[config.mk]
export PLATFORM = sky130hd
export DESIGN_NAME = cla_serial_add_ctrl
export DESIGN_NICKNAME = d
export VERILOG_FILES = /design/src/rtl/cla_serial_add_ctrl.sv
export SDC_FILE = /design/constraint.sdc
export NUM_CORES = 1
export LEC_CHECK = 0
export ABC_CLOCK_PERIOD_IN_PS = 4900
export CAP_MARGIN = 25
export CORE_UTILIZATION = 30
export DETAILED_ROUTE_END_ITERATION = 10
export PLACE_DENSITY = 0.59
export SYNTH_ARGS = -nofsm -noshare
export SYNTH_HDL_FRONTEND = slang
export SYNTH_SLANG_ARGS = --single-unit
[constraint.sdc]
create_clock -name clk -period 4.9 [get_ports clk]
set_clock_uncertainty 0.05 [all_clocks]
set_input_delay 0.98 -clock clk [delete_from_list [all_inputs] [get_ports clk]]
set_output_delay 0.98 -clock clk [all_outputs]
set_load 0.005 [all_outputs]
[src/rtl/cla_serial_add_ctrl.sv]
// rtl/cla_serial_add_ctrl.sv - two-requester adder sequenced over one shared carry-lookahead slice
//
// Ports:
//   clk, rst_n                      clock (rising edge), asynchronous active-low reset
//   reqX_valid / reqX_ready         requester X handshake (X = 0, 1)
//   reqX_a, reqX_b, reqX_cin        requester X operands and carry-in
//   out_valid / out_ready           result handshake
//   out_sum, out_cout, out_ovf      A+B+Cin (mod 2^DATA_W), carry out, signed overflow
//   out_id                          requester that owns the result
module cla_serial_add_ctrl #(
  parameter int DATA_W  = 32,
  parameter int SLICE_W = 4
) (
  input  logic              clk,
  input  logic              rst_n,
  input  logic              req0_valid,
  output logic              req0_ready,
  input  logic [DATA_W-1:0] req0_a,
  input  logic [DATA_W-1:0] req0_b,
  input  logic              req0_cin,
  input  logic              req1_valid,
  output logic              req1_ready,
  input  logic [DATA_W-1:0] req1_a,
  input  logic [DATA_W-1:0] req1_b,
  input  logic              req1_cin,
  output logic              out_valid,
  input  logic              out_ready,
  output logic [DATA_W-1:0] out_sum,
  output logic              out_cout,
  output logic              out_ovf,
  output logic              out_id
);

  localparam int N     = DATA_W / SLICE_W;
  localparam int CNT_W = (N > 1) ? $clog2(N) : 1;
  localparam int IDX_W = (DATA_W > 1) ? $clog2(DATA_W) : 1;

  generate
    if (DATA_W % SLICE_W != 0) begin : g_bad_width
      $error("cla_serial_add_ctrl: DATA_W must be a multiple of SLICE_W");
    end
  endgenerate

  typedef enum logic [1:0] {IDLE, RUN, DONE} state_t;

  state_t             state_q, state_d;
  logic [CNT_W-1:0]   cnt_q, cnt_d;
  logic [DATA_W-1:0]  a_q, b_q, sum_q;
  logic               carry_q, cout_q, ovf_q, id_q, last_grant_q;

  logic               grant, accept, last_slice;
  logic [IDX_W-1:0]   base;
  logic [SLICE_W-1:0] slice_a, slice_b, g, p, slice_s;
  logic [SLICE_W:0]   c;
  logic               term, acc;

  // With nobody valid the grant points at the requester that would win next,
  // so exactly one ready is high in IDLE.
  always_comb begin
    grant = ~last_grant_q;
    if (req0_valid && !req1_valid) grant = 1'b0;
    if (req1_valid && !req0_valid) grant = 1'b1;
  end

  assign req0_ready = (state_q == IDLE) && !grant;
  assign req1_ready = (state_q == IDLE) && grant;
  assign accept     = (state_q == IDLE) && (grant ? req1_valid : req0_valid);
  assign last_slice = (cnt_q == CNT_W'(N - 1));

  assign base    = IDX_W'(cnt_q) * IDX_W'(SLICE_W);
  assign slice_a = a_q[base +: SLICE_W];
  assign slice_b = b_q[base +: SLICE_W];
  assign g       = slice_a & slice_b;
  assign p       = slice_a | slice_b;

  // Flattened lookahead: c[i+1] = G[i] | P[i]G[i-1] | ... | P[i..0]c[0].
  // carry_q holds cin for slice 0 (loaded at accept) and the previous
  // slice carry-out afterwards.
  always_comb begin
    c    = '0;
    term = 1'b0;
    acc  = 1'b0;
    c[0] = carry_q;
    for (int i = 0; i < SLICE_W; i++) begin
      term = carry_q;
      for (int j = 0; j <= i; j++) term = term & p[j];
      acc = term;
      for (int j = 0; j <= i; j++) begin
        term = g[j];
        for (int k = j + 1; k <= i; k++) term = term & p[k];
        acc = acc | term;
      end
      c[i+1] = acc;
    end
  end

  assign slice_s = slice_a ^ slice_b ^ c[SLICE_W-1:0];

  always_comb begin
    state_d = state_q;
    cnt_d   = cnt_q;
    case (state_q)
      IDLE: if (accept) begin
        state_d = RUN;
        cnt_d   = '0;
      end
      RUN: if (last_slice) state_d = DONE;
           else            cnt_d   = cnt_q + 1'b1;
      DONE: if (out_ready) state_d = IDLE;
      default: state_d = IDLE;
    endcase
  end

  always_ff @(posedge clk or negedge rst_n) begin
    if (!rst_n) begin
      state_q      <= IDLE;
      cnt_q        <= '0;
      a_q          <= '0;
      b_q          <= '0;
      sum_q        <= '0;
      carry_q      <= 1'b0;
      cout_q       <= 1'b0;
      ovf_q        <= 1'b0;
      id_q         <= 1'b0;
      last_grant_q <= 1'b1;
    end else begin
      state_q <= state_d;
      cnt_q   <= cnt_d;
      if (accept) begin
        a_q          <= grant ? req1_a : req0_a;
        b_q          <= grant ? req1_b : req0_b;
        carry_q      <= grant ? req1_cin : req0_cin;
        id_q         <= grant;
        last_grant_q <= grant;
      end else if (state_q == RUN) begin
        sum_q[base +: SLICE_W] <= slice_s;
        carry_q                <= c[SLICE_W];
        if (last_slice) begin
          cout_q <= c[SLICE_W];
          ovf_q  <= c[SLICE_W-1] ^ c[SLICE_W];
        end
      end
    end
  end

  assign out_valid = (state_q == DONE);
  assign out_sum   = sum_q;
  assign out_cout  = cout_q;
  assign out_ovf   = ovf_q;
  assign out_id    = id_q;

endmodule

## After elaboration in Yosys (flattened, before gate mapping)

Index checks and enable logic that the tools add are counted.

| word-level totals | value |
|---|---|
| register bits after elaboration | 106 |
| output and inout port bits | 38 |
| word-level logic and storage cells | 81 |

| operators by class | value |
|---|---|
| $add $sub $neg | 2 |
| equal/unequal tests | 7 |
| shift-type cells | 4 |
| mux-type cells | 16 |
| bitwise gates (word level) | 27 |
| reductions and logical operators | 15 |

Operators with widths:

| operator | number |
|---|---|
| two-way mux 32 bit | 2 |
| indexed part select 32 x 6 -> 4 bit | 2 |
| bitwise mux 32 bit | 1 |
| variable shift 4 x 7 -> 32 bit, first input constant | 1 |
| indexed part select 4 x 7 -> 32 bit | 1 |
| AND 1 bit | 10 |
| bitwise OR 1 bit | 10 |
| AND reduction 3 bit | 3 |
| XOR 4 bit | 2 |
| negator 5 -> 7 bit | 1 |
| two-way mux 1 bit | 6 |
| two-way mux 2 bit | 3 |
| two-way mux 3 bit | 2 |
| inequality test 2 bit, second input constant | 3 |
| one-hot mux 2 bit (3 select lines) | 1 |
| one-hot mux 3 bit (2 select lines) | 1 |
| logical AND 1 bit | 5 |
| AND 4 bit | 1 |
| bitwise OR 4 bit | 1 |
| nonzero test 2 bit | 2 |
| adder 3 x 1 -> 3 bit, second input constant | 1 |
| equality test 3 bit, second input constant | 1 |
| logical NOT 1 bit | 3 |
| equality test 2 x 1 -> 1 bit, second input constant | 1 |
| other kinds (6) | 7 |

## Depth between registers and ports, before layout

| depth | value |
|---|---|
| word-level depth | 12 |
| gate-level depth with buffers | 11 |

## Least setup slack after synthesis

No wires, ideal clock.

| timing path | value |
|---|---|
| kind | input to output |
| start | in req1_valid |
| end | out req1_ready |
| arrival | 1,960 ps |
| required time | 3,870 ps |
| slack | 1,910 ps |
| stages on the path | 5 |
| cells stage by stage | inv_1 -> maj3_1 -> buf_2 -> buf_2 -> nor3_1 |

| between the ends | value |
|---|---|
| longest elaborated chain between the ends | 5 |
| elaborated cells between the ends (all ways) | 6 |
| those cells by class | mux (2); reduce/logical (4) |

RTL lines:

| what | RTL line | text |
|---|---|---|
| start: declaration | 21 | `input logic req1_valid,` |
| logical NOT 1 bit | 61 | `if (req0_valid && !req1_valid) grant = 1'b0;` |
| logical AND 1 bit | 61 |  |
| two-way mux 1 bit | 61 |  |
| two-way mux 1 bit (*) | 62 | `if (req1_valid && !req0_valid) grant = 1'b1;` |
| logical AND 1 bit (*) | 66 | `assign req1_ready = (state_q == IDLE) && grant;` |
| end: declaration | 22 | `output logic req1_ready,` |

Mark *: on every way between the ends. The rest lies on a longest branch, timed or not.

## Worst setup path after layout

Same ends and word-level chain as after synthesis.

==> PnR_summary.wiki <==
{| class="wikitable"
! Metric !! Value
|-
| Number of cells traversed by the worst register-to-register path || 10
|-
| Master cell of the clock root buffer || sky130_fd_sc_hd__clkbuf_16
|-
| Pwr dens || 614 nW/um2
|-
| Largest net degree at the start of global routing || 77
|-
| Final period utilization || 78.6%
|-
| Total I/O pin count || 173
|-
| Critical Path Stages || 5
|-
| Count of buffer and inverter cells on the critical path || 3
|-
| Vias in the first global route || 4021
|-
| Run status || completed
|-
| Met1 track demand over resource in global routing || 18.3%
|-
| Synthesized area per cell || 11.3 um2
|-
| Area of the core || 18000 um2
|-
| Critical path, cell by cell || clkdlybuf4s50_1 -> inv_1 -> maj3_4 -> nor3_1 -> clkdlybuf4s50_1
|-
| Register-to-register path setup slack || 1.59 ns
|-
| DR DRC count || 0
|-
| Antenna diode instance count || 0
|-
| IR Drop Worst-Case VDD || 0.284 mV
|-
| Initial standard-cell utilization of the core || 30.6%
|-
| Average wire per cell in the routed design || 14.9 um
|-
| Origin of the critical flop-to-flop path || cnt_q[0]
|-
| Biggest area contributors in the synthesized netlist || sky130_fd_sc_hd__dfrtp_1 (48%), sky130_fd_sc_hd__mux2i_1 (12%), sky130_fd_sc_hd__mux2_2 (6.8%)
|-
| Highest-utilization routing layer at the global route stage || met2
|-
| Post-CTS Setup Inserts || 0
|-
| Total via count after detailed routing || 4078
|-
| Total iterations of the first detailed-routing run || 5
|-
| Total routing resource utilization after global routing || 14.6%
|-
| Critical-path cell with the highest stage delay || sky130_fd_sc_hd__clkdlybuf4s50_1
|-
| Final Max Slew Viols || 0
|-
| Aggregate global routing overflow || 0
|-
| Deepest clock path buffer count || 2
|-
| Row count || 49
|-
| DR iter-0 viols || 168
|-
| Commonest non-fill, non-tap cell in the layout || sky130_fd_sc_hd__clkdlybuf4s50_1
|-
| Fraction of layout instances using a drive strength above 1 || 10.9%
|-
| Proportion of synthesized chip area in sequential cells || 48.3%
|-
| Most frequent cells in the layout || sky130_fd_sc_hd__clkdlybuf4s50_1 (171), sky130_fd_sc_hd__dfrtp_1 (105), sky130_fd_sc_hd__nand2_1 (86)
|-
| Cell type contributing the most total cell area after synthesis || sky130_fd_sc_hd__dfrtp_1
|-
| Via density || 4.63
|-
| Total Routed Length || 13100 um
|-
| Number of standard cells in the final layout excluding fillers || 881
|-
| Final critical-path required period || 3.85 ns
|-
| NumNets Final || 795
|-
| Post-Syn Nets || 635
|-
| Critical Path Max Stage Delay || 0.59 ns
|-
| Width of the chip || 137 um
|-
| Data arrival time of the worst path || 2.82 ns
|-
| Most frequent cell on the critical path || sky130_fd_sc_hd__clkdlybuf4s50_1
|-
| Post-synth cell types || 40
|-
| Post-synthesis instance area || 5490 um2
|-
| Kind of end point of the critical path || output port
|-
| Async SR Flop Fraction || 100%
|-
| Global-route wire length before repair || 20600 um
|-
| Pre-CTS setup slack || 1.05 ns
|-
| Type of the setup path with the least slack || input pin to output port
|-
| Slew @ Worst Pin || 0.898 ns
|-
| Gp weighted congestion || 0.757
|-
| Required time worst endpoint || 3.87 ns
|-
| Post-synthesis sequential element count || 106
|-
| RSZ-0062 raised after global routing || false
|-
| Met2 demand-to-capacity share in global routing || 25.3%
|-
| Type of the most critical hold path || flop to flop
|-
| Clock tree from TritonCTS || done
|-
| Number of setup violations in the final report || 0
|-
| Number of flops mapped to enable cells by yosys || 0
|-
| Overall die area || 18800 um2
|-
| Syn-to-layout area delta || 40.5%
|-
| Met3 usage || 2.80%
|-
| WHS || 0.425 ns
|-
| Critical path launch point type || input pin
|-
| Number of instances in the synthesized netlist || 487
|-
| Cell depth of the worst hold path || 2
|-
| WHS Endpoint || b_q[7]
|-
| DP HPWL || 10100 um
|-
| # hold bufs at CTS || 0
|-
| Total Neg Setup Slack || 0 ns
|-
| Leak Pwr || 3.46 nW
|-
| Critical-path maximum fanout || 12
|-
| Num Clock Sinks || 106
|-
| Synth warnings || 0
|-
| Total clock buffers created by CTS || 9
|-
| H-tree levels || 3
|-
| Proportion of netlist area held by the largest area contributor || 47.9%
|-
| Capturing point of the worst reg2reg path || out_sum[6]
|-
| Finished Core Util || 43.0%
|-
| Max-capacitance violation count || 0
|-
| Residual antenna-violating net count after detailed routing || 0
|-
| Setup slack of the critical path after layout || 1.05 ns
|-
| Floorplan die height || 137 um
|-
| Insertion delay to the later sink of the worst-skew pair || 0.35 ns
|-
| Delay-heaviest family, CP || buffers and inverters
|-
| Placed Instances || 865
|-
| Worst hold path startpoint || b_q[7]
|-
| Antenna violations before repair || 0
|-
| Worst slew slack as a fraction of its limit || 40.2%
|-
| Clock transition at the register clock pins on the worst setup and hold paths after CTS || 0.07 ns
|-
| IO buf count || 172
|-
| Main flop type after synthesis || sky130_fd_sc_hd__dfrtp_1
|-
| Endpoints failing hold || 0
|-
| Fmax || 0.260 GHz
|-
| Post_cts resized || 0
|}
==> Yosys cell counts, types with 2 or more instances <==
cell and n:
sky130_fd_sc_hd__dfrtp_1 105, sky130_fd_sc_hd__nand2_1 86, sky130_fd_sc_hd__o21ai_0 71, sky130_fd_sc_hd__mux2i_1 65, sky130_fd_sc_hd__mux2_2 33, sky130_fd_sc_hd__clkbuf_1 16, sky130_fd_sc_hd__inv_1 13, sky130_fd_sc_hd__ha_1 12
sky130_fd_sc_hd__mux4_1 11, sky130_fd_sc_hd__and2_1 10, sky130_fd_sc_hd__nor2_1 6, sky130_fd_sc_hd__buf_1 5, sky130_fd_sc_hd__mux4_2 5, sky130_fd_sc_hd__nand2b_1 5, sky130_fd_sc_hd__buf_2 4, sky130_fd_sc_hd__nor2b_1 4
sky130_fd_sc_hd__a21oi_1 3, sky130_fd_sc_hd__buf_6 3, sky130_fd_sc_hd__nand3b_1 3, sky130_fd_sc_hd__nor3_1 3, sky130_fd_sc_hd__a31oi_1 2, sky130_fd_sc_hd__nand3_1 2, sky130_fd_sc_hd__nor3b_4 2, sky130_fd_sc_hd__xor2_1 2
==> metal layers <==
layer / up-vias / share of wire [%]
met5: - / 0
met4: 0 / 0.85
met3: 9 / 4.3
met2: 110 / 50
met1: 1913 / 45
li1: 2046 / -
==> where the power goes <==
group	total (mW)	internal [mW]	switching (mW)	leakage (nW)
clock network	0.681	0.348	0.333	0.126
registers	1.58	1.30	0.289	1.31
logic	2.47	1.26	1.21	2.02
total	4.73	2.90	1.83	3.46
==> worst register-to-register path, cell delays in order, from the launching register on <==
cell	delay, ns
sky130_fd_sc_hd__dfrtp_1	0.76
sky130_fd_sc_hd__buf_8	0.24
sky130_fd_sc_hd__mux4_1	0.58
sky130_fd_sc_hd__nand2_1	0.08
sky130_fd_sc_hd__and2_1	0.17
sky130_fd_sc_hd__inv_1	0.08
sky130_fd_sc_hd__ha_1	0.21
sky130_fd_sc_hd__nor2_1	0.14
sky130_fd_sc_hd__a21oi_1	0.09
sky130_fd_sc_hd__xor2_1	0.57
sky130_fd_sc_hd__mux2_2	0.29
==> flip-flops by register name (all words and copies together), names as in the netlist, 2 cells and up <==
signal	count
out_sum	32
state_q	2
a_q	32
cnt_q	3
b_q	32
==> final cells by class <==
| class | instances | area (um2) |
|---|---|---|
| Clock buffer | 9 | 225 |
| Clock inverter | 7 | 55.1 |
| Fill cell | 1716 | 10200 |
| Inverter | 14 | 52.6 |
| Multi-Input combinational cell | 339 | 2670 |
| Sequential cell | 106 | 2650 |
| Tap cell | 229 | 287 |
| Timing Repair Buffer | 177 | 1780 |
==> worst max-delay path by stage <==
stage	end	startpoint	slack, ns
after global routing	req1_ready	req1_valid	0.99
after detailed placement	req1_ready	req1_valid	1.05
after CTS	req1_ready	req1_valid	1.05
after floorplan	req1_ready	req1_valid	1.91
after global placement	req1_ready	req1_valid	1.10
final	req1_ready	req1_valid	1.05
==> logic make-up after synthesis <==
group | share of synthesized area [%]
AO/OA/AOI/OAI | 7.75
XOR/XNOR | 0.319
adder cells (fa/ha/maj) | 3.28
buffers and inverters | 3.37
flip-flops | 48.3
multiplexers | 25.9
AND/OR/NAND/NOR | 11.0
==> per-stage QoR <==
stage          cell area (um2)  total power, mW
3_5_place_dp              7440             4.14
2_1_floorplan             5490             3.17
4_1_cts                   7720             4.83
3_3_place_gp              7420             4.04
6_report                  7720             4.73
5_1_grt                   7720             5.14
Power figures use the tool's default switching activity.
